<file path="src/rtl/lfsr_gen_if.sv">
// lfsr_gen_if: control and status bundle for the lfsr_gen generator.
// There is no valid/ready handshake on this bundle. en/load/seed/mode are
// sampled on every rising clk edge. period is meaningful only while
// period_vld is high.
interface lfsr_gen_if #(
    parameter int WIDTH = 4
);
    logic             en;
    logic             load;
    logic [WIDTH-1:0] seed;
    logic             mode;
    logic [WIDTH-1:0] dout;
    logic             bit_out;
    logic             wrap;
    logic [WIDTH-1:0] period;
    logic             period_vld;

    // Controller side: drives the commands and observes the generator.
    modport master (
        output en, load, seed, mode,
        input  dout, bit_out, wrap, period, period_vld
    );

    // Generator side.
    modport slave (
        input  en, load, seed, mode,
        output dout, bit_out, wrap, period, period_vld
    );
endinterface

</file>
<file path="src/rtl/lfsr_gen.sv">
// lfsr_gen: parametrised LFSR with run-time Fibonacci/Galois selection, seed
// load, wrap-around detection against a start register, and an optional
// period measurement built only when LFSR_GEN_PERIOD_EN is defined.
module lfsr_gen #(
    parameter int               WIDTH = 4,
    parameter logic [WIDTH-1:0] TAPS  = '0
) (
    input logic        clk,
    input logic        rst,
    lfsr_gen_if.slave  bus
);

    // Built-in maximal-length masks: bit k means term x^k, x^WIDTH implied.
    function automatic logic [WIDTH-1:0] table_mask();
        logic [15:0] m;
        case (WIDTH)
            2:       m = 16'h0003;
            3:       m = 16'h0005;
            4:       m = 16'h0009;
            5:       m = 16'h0009;
            6:       m = 16'h0021;
            7:       m = 16'h0041;
            8:       m = 16'h0071;
            9:       m = 16'h0021;
            10:      m = 16'h0081;
            11:      m = 16'h0201;
            12:      m = 16'h0C11;
            13:      m = 16'h1901;
            14:      m = 16'h3005;
            15:      m = 16'h4001;
            16:      m = 16'hA011;
            default: m = 16'h0003;
        endcase
        return WIDTH'(m);
    endfunction

    // The constant term is always part of the polynomial, even for overrides.
    localparam logic [WIDTH-1:0] MASK =
        ((TAPS != '0) ? TAPS : table_mask()) | WIDTH'(1);

    logic [WIDTH-1:0] s_q;
    logic [WIDTH-1:0] start_q;
    logic             mode_q;
    logic             wrap_q;

    logic             fib_fb;
    logic [WIDTH-1:0] fib_next;
    logic [WIDTH-1:0] gal_next;
    logic [WIDTH-1:0] step_next;
    logic [WIDTH-1:0] seed_fix;
    logic             mode_chg;
    logic             wrap_now;

    // Next-state candidates. A step always uses the live mode input, so a step
    // taken in the same cycle as a mode change already uses the new form.
    always_comb begin
        fib_fb    = ^(s_q & {1'b1, MASK[WIDTH-1:1]});
        fib_next  = {s_q[WIDTH-2:0], fib_fb};
        gal_next  = {s_q[WIDTH-2:0], 1'b0} ^ (s_q[WIDTH-1] ? MASK : '0);
        step_next = bus.mode ? gal_next : fib_next;
        seed_fix  = (bus.seed == '0) ? WIDTH'(1) : bus.seed;
        mode_chg  = (bus.mode != mode_q);
        // A mode change moves the reference to the current state, and a step
        // never lands on the current state again, so no wrap is possible then.
        wrap_now  = bus.en && !bus.load && !mode_chg && (step_next == start_q);
    end

    // State, start reference, mode history and the registered wrap pulse.
    always_ff @(posedge clk) begin
        if (rst) begin
            s_q     <= WIDTH'(1);
            start_q <= WIDTH'(1);
            mode_q  <= bus.mode;
            wrap_q  <= 1'b0;
        end else begin
            mode_q <= bus.mode;
            wrap_q <= wrap_now;
            if (bus.load) begin
                s_q     <= seed_fix;
                start_q <= seed_fix;
            end else begin
                if (mode_chg) begin
                    start_q <= s_q;
                end
                if (bus.en) begin
                    s_q <= step_next;
                end
            end
        end
    end

    assign bus.dout    = s_q;
    assign bus.bit_out = s_q[WIDTH-1];
    assign bus.wrap    = wrap_q;

`ifdef LFSR_GEN_PERIOD_EN
    logic [WIDTH-1:0] count_q;
    logic [WIDTH-1:0] period_q;
    logic             period_vld_q;

    // Saturating step counter; its value plus one becomes the period on wrap.
    always_ff @(posedge clk) begin
        if (rst) begin
            count_q      <= '0;
            period_q     <= '0;
            period_vld_q <= 1'b0;
        end else if (bus.load || mode_chg) begin
            // A step taken alongside a mode change is the first of the new run.
            count_q      <= (!bus.load && bus.en) ? WIDTH'(1) : '0;
            period_q     <= '0;
            period_vld_q <= 1'b0;
        end else if (bus.en) begin
            if (wrap_now) begin
                period_q     <= (count_q == '1) ? '1 : count_q + WIDTH'(1);
                period_vld_q <= 1'b1;
                count_q      <= '0;
            end else if (count_q != '1) begin
                count_q <= count_q + WIDTH'(1);
            end
        end
    end

    assign bus.period     = period_q;
    assign bus.period_vld = period_vld_q;
`else
    assign bus.period     = '0;
    assign bus.period_vld = 1'b0;
`endif

endmodule
</file>
<file path="src/flat_wrapper.sv">
// flat-port wrapper written by rule: the top's interface ports become plain ports
module lfsr_gen_flat 
#(
    parameter int               WIDTH = 4,
    parameter logic [WIDTH-1:0] TAPS  = '0
)
  (clk, rst, bus_en, bus_load, bus_seed, bus_mode, bus_dout, bus_bit_out, bus_wrap, bus_period, bus_period_vld);
  lfsr_gen_if #(.WIDTH(WIDTH)) bus_i ();
  input logic clk;
  input logic rst;
  input wire logic [$bits(bus_i.en)-1:0] bus_en;
  input wire logic [$bits(bus_i.load)-1:0] bus_load;
  input wire logic [$bits(bus_i.seed)-1:0] bus_seed;
  input wire logic [$bits(bus_i.mode)-1:0] bus_mode;
  output wire logic [$bits(bus_i.dout)-1:0] bus_dout;
  output wire logic [$bits(bus_i.bit_out)-1:0] bus_bit_out;
  output wire logic [$bits(bus_i.wrap)-1:0] bus_wrap;
  output wire logic [$bits(bus_i.period)-1:0] bus_period;
  output wire logic [$bits(bus_i.period_vld)-1:0] bus_period_vld;
  assign bus_i.en = bus_en;
  assign bus_i.load = bus_load;
  assign bus_i.seed = bus_seed;
  assign bus_i.mode = bus_mode;
  assign bus_dout = bus_i.dout;
  assign bus_bit_out = bus_i.bit_out;
  assign bus_wrap = bus_i.wrap;
  assign bus_period = bus_i.period;
  assign bus_period_vld = bus_i.period_vld;
  lfsr_gen #(.WIDTH(WIDTH), .TAPS(TAPS)) u_core (.clk(clk), .rst(rst), .bus(bus_i));
endmodule
</file>
<file path="config.mk">
export PLATFORM = sky130hd
export DESIGN_NAME = lfsr_gen_flat
export DESIGN_NICKNAME = d
export VERILOG_FILES = /design/src/rtl/lfsr_gen_if.sv /design/src/rtl/lfsr_gen.sv /design/src/flat_wrapper.sv
export SDC_FILE = /design/constraint.sdc
export NUM_CORES = 1
export LEC_CHECK = 0
export CAP_MARGIN = 5
export CORE_AREA = 2 2 39 41
export CTS_CLUSTER_SIZE = 25
export DETAILED_ROUTE_END_ITERATION = 8
export DIE_AREA = 0 0 41 43
export DONT_BUFFER_PORTS = 1
export SLEW_MARGIN = 20
export SYNTH_ARGS = -nofsm -noshare
export SYNTH_HDL_FRONTEND = slang
export SYNTH_SLANG_ARGS = --single-unit
</file>
<file path="constraint.sdc">
create_clock -name clk -period 1.7 [get_ports clk]
set_clock_uncertainty 0.05 [all_clocks]
set_input_delay 0.255 -clock clk [delete_from_list [all_inputs] [get_ports clk]]
set_output_delay 0.255 -clock clk [all_outputs]
set_load 0.03 [all_outputs]
</file>
==> Word-level counts from Yosys, hierarchy flattened <==
Index checks and enable logic that the tools add are counted.
{ "word_totals": {"register_bits": 10, "inputBits": 9, "elab_cells": 23} }
{ "classes": {"n_eq_ne": 2, "muxes": 7, "n_bitwise": 1, "reduce_logical": 9} }
{ "op_table": {"columns": ["operator", "count"], "rows": [
  ["2-to-1 mux 4 bit", 7],
  ["== test 4 bit", 1],
  ["zero test 4 bit", 1],
  ["nonzero test 2 bit", 2],
  ["XOR reduction 4 bit", 1],
  ["XOR 4 bit", 1],
  ["logical AND 1 bit", 3],
  ["zero test 1 bit", 2],
  ["inequality test 1 bit", 1]
]} }

==> Longest topological paths before layout <==
{ "depth": {"word_depth": 5, "mapped_depth": 4, "depth_no_buf": 4} }

==> Worst setup path before layout <==
No wires, ideal clock.
{ "synth_path": {"path_kind": "register to register", "from": "register u_core.s_q[2] (netlist: u_core.bus.dout[2])", "to": "register u_core.s_q[0] (netlist: u_core.bus.dout[0])", "setup_ns": 0.058, "arrival_ns": 1.229, "slack_ns": 0.363, "path_stages_with_launch": 5, "period_less_slack_ns": 1.337, "cell_sequence": "dfxtp_1 > and2b_2 > xnor2_1 > a211o_1 > nand2_1"} }
{ "synth_via": {"elab_chain_len": 4} }
{ "synth_rtl": {"columns": ["item", "line_no", "rtl"], "rows": [
  ["start: declaration", "lfsr_gen.sv:41", "logic [WIDTH-1:0] s_q;"],
  ["start signal: assignment", "lfsr_gen.sv:79", "s_q <= seed_fix;"],
  ["start signal: assignment", "lfsr_gen.sv:86", "s_q <= step_next;"],
  ["XOR reduction 4 bit", "lfsr_gen.sv:57", "fib_fb = ^(s_q & {1'b1, MASK[WIDTH-1:1]});"],
  ["2-to-1 mux 4 bit", "lfsr_gen.sv:60", "step_next = bus.mode ? gal_next : fib_next;"],
  ["2-to-1 mux 4 bit", "lfsr_gen.sv:85", "if (bus.en) begin"],
  ["2-to-1 mux 4 bit", "lfsr_gen.sv:78", "if (bus.load) begin"]
]} }
No other way between the ends. The select of a mux whose other input is x is not followed.
A chain may end at the register's enable or synchronous reset.

==> Worst setup path in the final report <==
{ "layout_path": {"from": "register u_core.mode_q", "to": "register u_core.start_q[1]"} }
{ "layout_via": {"elab_chain_len": 2} }
{ "layout_rtl": {"columns": ["item", "line_no", "rtl"], "rows": [
  ["start: declaration", "lfsr_gen.sv:43", "logic mode_q;"],
  ["start signal: assignment", "lfsr_gen.sv:73", "mode_q <= bus.mode;"],
  ["start signal: assignment", "lfsr_gen.sv:76", "mode_q <= bus.mode;"],
  ["inequality test 1 bit", "lfsr_gen.sv:62", "mode_chg = (bus.mode != mode_q);"],
  ["nonzero test 2 bit (no source line)", null, null],
  ["end signal: assignment", "lfsr_gen.sv:80", "start_q <= seed_fix;"],
  ["end signal: assignment", "lfsr_gen.sv:83", "start_q <= s_q;"],
  ["end: declaration", "lfsr_gen.sv:42", "logic [WIDTH-1:0] start_q;"]
]} }
No other way between the ends.

==> impl_metrics.yaml <==
worst_setup_path:
  max_stage_delay_ns: 0.37
  critPathRequiredTime_ns: 1.82
  cp.arrival_ns: 1.44
  r2r_cells: 3
  slowest_stage: "mux2_2"
  path_depth: 3
  endpoint_kind: "flip-flop"
  r2r_setup_slack_ns: 0.38
  cp-start-kind: "flip-flop"
  reg2reg_from: "u_core.mode_q$_DFF_P_"
  worstSetupPathType: "flip-flop to flip-flop"
  path_delay_family: "multiplexers"
  crit_chain: "xor2_2 -> mux2_2 -> o21a_1"
  crit_fanout: 5
  critPathLaunch: "u_core.mode_q$_DFF_P_"
  cp_num_buf_inv: 0
  r2r_end: "u_core.start_q[1]$_SDFFE_PP0P_"
  endpoint: "u_core.start_q[1]$_SDFFE_PP0P_"
route:
  drt_pass1_iterations: 4
  vias_per_cell: 4.975
  wl_um: 957
  antenna_left: 0
  drc_errors: 0
  first_iter_violations: 6
  route.vias.total: 398
  wire_per_inst_um: 11.96
die:
  die-height_um: 43
  ios: 20
  start_util_pct: 40.05
  dieWidth_um: 41
  rows: 14
  fp.coreArea_um2: 1384
  dieArea_um2: 1763
clocking:
  clk_path_buf_depth: 2
  cts_setup_buffers: 0
  numCtsBuffers: 3
  cts.sinks: 10
  ctsHoldBuffers: 2
  htree_num_levels: 1
  insertion_delay_ns: 0.27
  cts_tree: "built"
  cts_resized: 0
  clkSlewWorstSetupHoldPaths_ns: 0.07
  clockRootBuffer: "clkbuf_4"
power_and_ir_drop:
  ir_worst_vdd_mv: 0.5581
  powerDensity_nw_per_um2: 981.3
  p_total_mw: 0.5955
  leakagePower_nw: 0.2546
grt:
  antenna_found_initial: 0
  grt_max_degree: 14
  grt_pass1_vias: 371
  overflow: 0
  grtUsageTotal_pct: 13.62
  grt_pass1_wl_mm: 1.552
cells_and_area:
  fin_util_pct: 43.85
  diodes: 0
  drive_above_1_share_pct: 18.75
  fin_nets: 74
  areaGrowthSynthToFinish_pct: 9.481
logic_synthesis:
  yosysTopAreaCellShare_pct: 36.12
  yosysMostFrequentCell: "dfxtp_1"
  async_flop_share_pct: 0
  yosys_warnings: 0
  synth_top_cell_by_area: "dfxtp_1"
  synthTopCellsByCount: "dfxtp_1, buf_4, o21a_1, nor2_1"
  syn_area_um2: 554.3
  synth_seq_area_share_pct: 36.12
  synthTopCellsByArea: "dfxtp_1, buf_4, mux2_2"
  postSynthCellCount: 60
  avgSynthCellArea_um2: 9.238
  ys_types: 21
  ys.flop_type: "dfxtp_1"
  ys_ff_latch: 10
  synth_edf_count: 0
sta:
  clock.fmax_mhz: 756.8
  setup_viol: 0
  hold_viol_final: 0
  fin_crit_ns: 1.321
  timing.hold.ws_ns: 0.03404
  rsz0062_at_grt: "no"
  drv_slew: 0
  fin_crit_sh_pct: 77.72
  fin_tns_setup_ns: 0
placed_design:
  port-buffer-count: 0
  dp_hpwl_um: 719.4
  gp_congestion: 0.7518
status:
  outcome: "complete, no violations"
hold_path:
  hold_class: "primary input to flip-flop"
flow_run:
  max_cap_violations: 0
[how the worst min path moves through the flow]
stage                        start                         endpoint  slack [ns]  cells after the start
final                          rst  u_core.bus.dout[0]$_SDFFE_PP1P_        0.03                      2
after global routing           rst  u_core.bus.dout[3]$_SDFFE_PP0P_        0.04                      1
after CTS                      rst  u_core.bus.dout[0]$_SDFFE_PP1P_        0.03                      2
after detailed placement  bus_mode            u_core.mode_q$_DFF_P_        0.23                      0
after global placement    bus_mode            u_core.mode_q$_DFF_P_        0.23                      0
after floorplan           bus_mode            u_core.mode_q$_DFF_P_        0.23                      0
[cells by family (layout without fill, tap and decap cells)]
logic type	count (synthesis)	after routing	synth area share, %
compound gates	13	13	16.25
xor+xnor	7	7	12.42
buf+inv	10	10	11.06
flops	10	10	36.12
mux	7	7	13.54
other cells	1	5	0.6766
simple gates	12	12	9.934
[report_power, final]
group	switching [mW]	total, mW	leakage, nW	internal (mW)
clock network	0.0869	0.217	0.0210	0.130
registers	0.0251	0.275	0.0830	0.250
logic	0.0527	0.103	0.151	0.0504
total	0.165	0.595	0.255	0.431
[per-stage QoR]
stage	cell area (µm²)	setup slack, ns	std cells
floorplan	569.3	0.3632	64
global placement	550.5	0.4015	74
detailed placement	550.5	0.3671	74
CTS	606.8	0.3603	80
global route	606.8	0.3254	80
finish	606.8	0.3787	80
[per-layer routing]
| layer | vias to the layer above | track usage (%) | share of wire (%) | wire length (µm) |
|---|---|---|---|---|
| met1 | 177 | 18.95 | 45 | 428 |
| met5 | - | 0 | 0 | 0 |
| met4 | 0 | 6.000 | 2.3 | 22 |
| met3 | 2 | 6.806 | 11 | 105 |
| li1 | 201 | - | - | - |
| met2 | 18 | 17.19 | 42 | 401 |
[registers in the layout (all words and copies together), names as in the netlist]
| name | count |
|---|---|
| u_core.mode_q | 1 |
| u_core.start_q | 4 |
| u_core.bus.wrap | 1 |
| u_core.bus.dout | 4 |
[worst reg2reg max path: cells and delay by family, from the launching register on]
family | cells | cell delay (ns)
flops | 1 | 0.36
xor+xnor | 1 | 0.29
compound gates | 1 | 0.16
mux | 1 | 0.37
[placed cells by master, fill, tap and decap left out, types with 3 or more instances in the layout]
| master | netlist | final |
|---|---|---|
| dfxtp_1 | 10 | 10 |
| o21a_1 | 6 | 6 |
| nor2_1 | 5 | 5 |
| conb_1 | 1 | 5 |
| mux2_2 | 4 | 4 |
| xnor2_1 | 4 | 4 |
| a21oi_1 | 3 | 3 |
| nand2_1 | 3 | 3 |
| mux2i_1 | 3 | 3 |
| clkbuf_4 | 0 | 3 |
[cell type report]
cell class | count | area (µm²)
tap | 16 | 20.02
clock buffer | 4 | 36.28
inverter | 2 | 7.507
timing repair buffer | 4 | 35.03
sequential | 10 | 200.2
multi-input combinational | 44 | 307.8
fill | 145 | 777.0
Power figures use the tool's default switching activity.
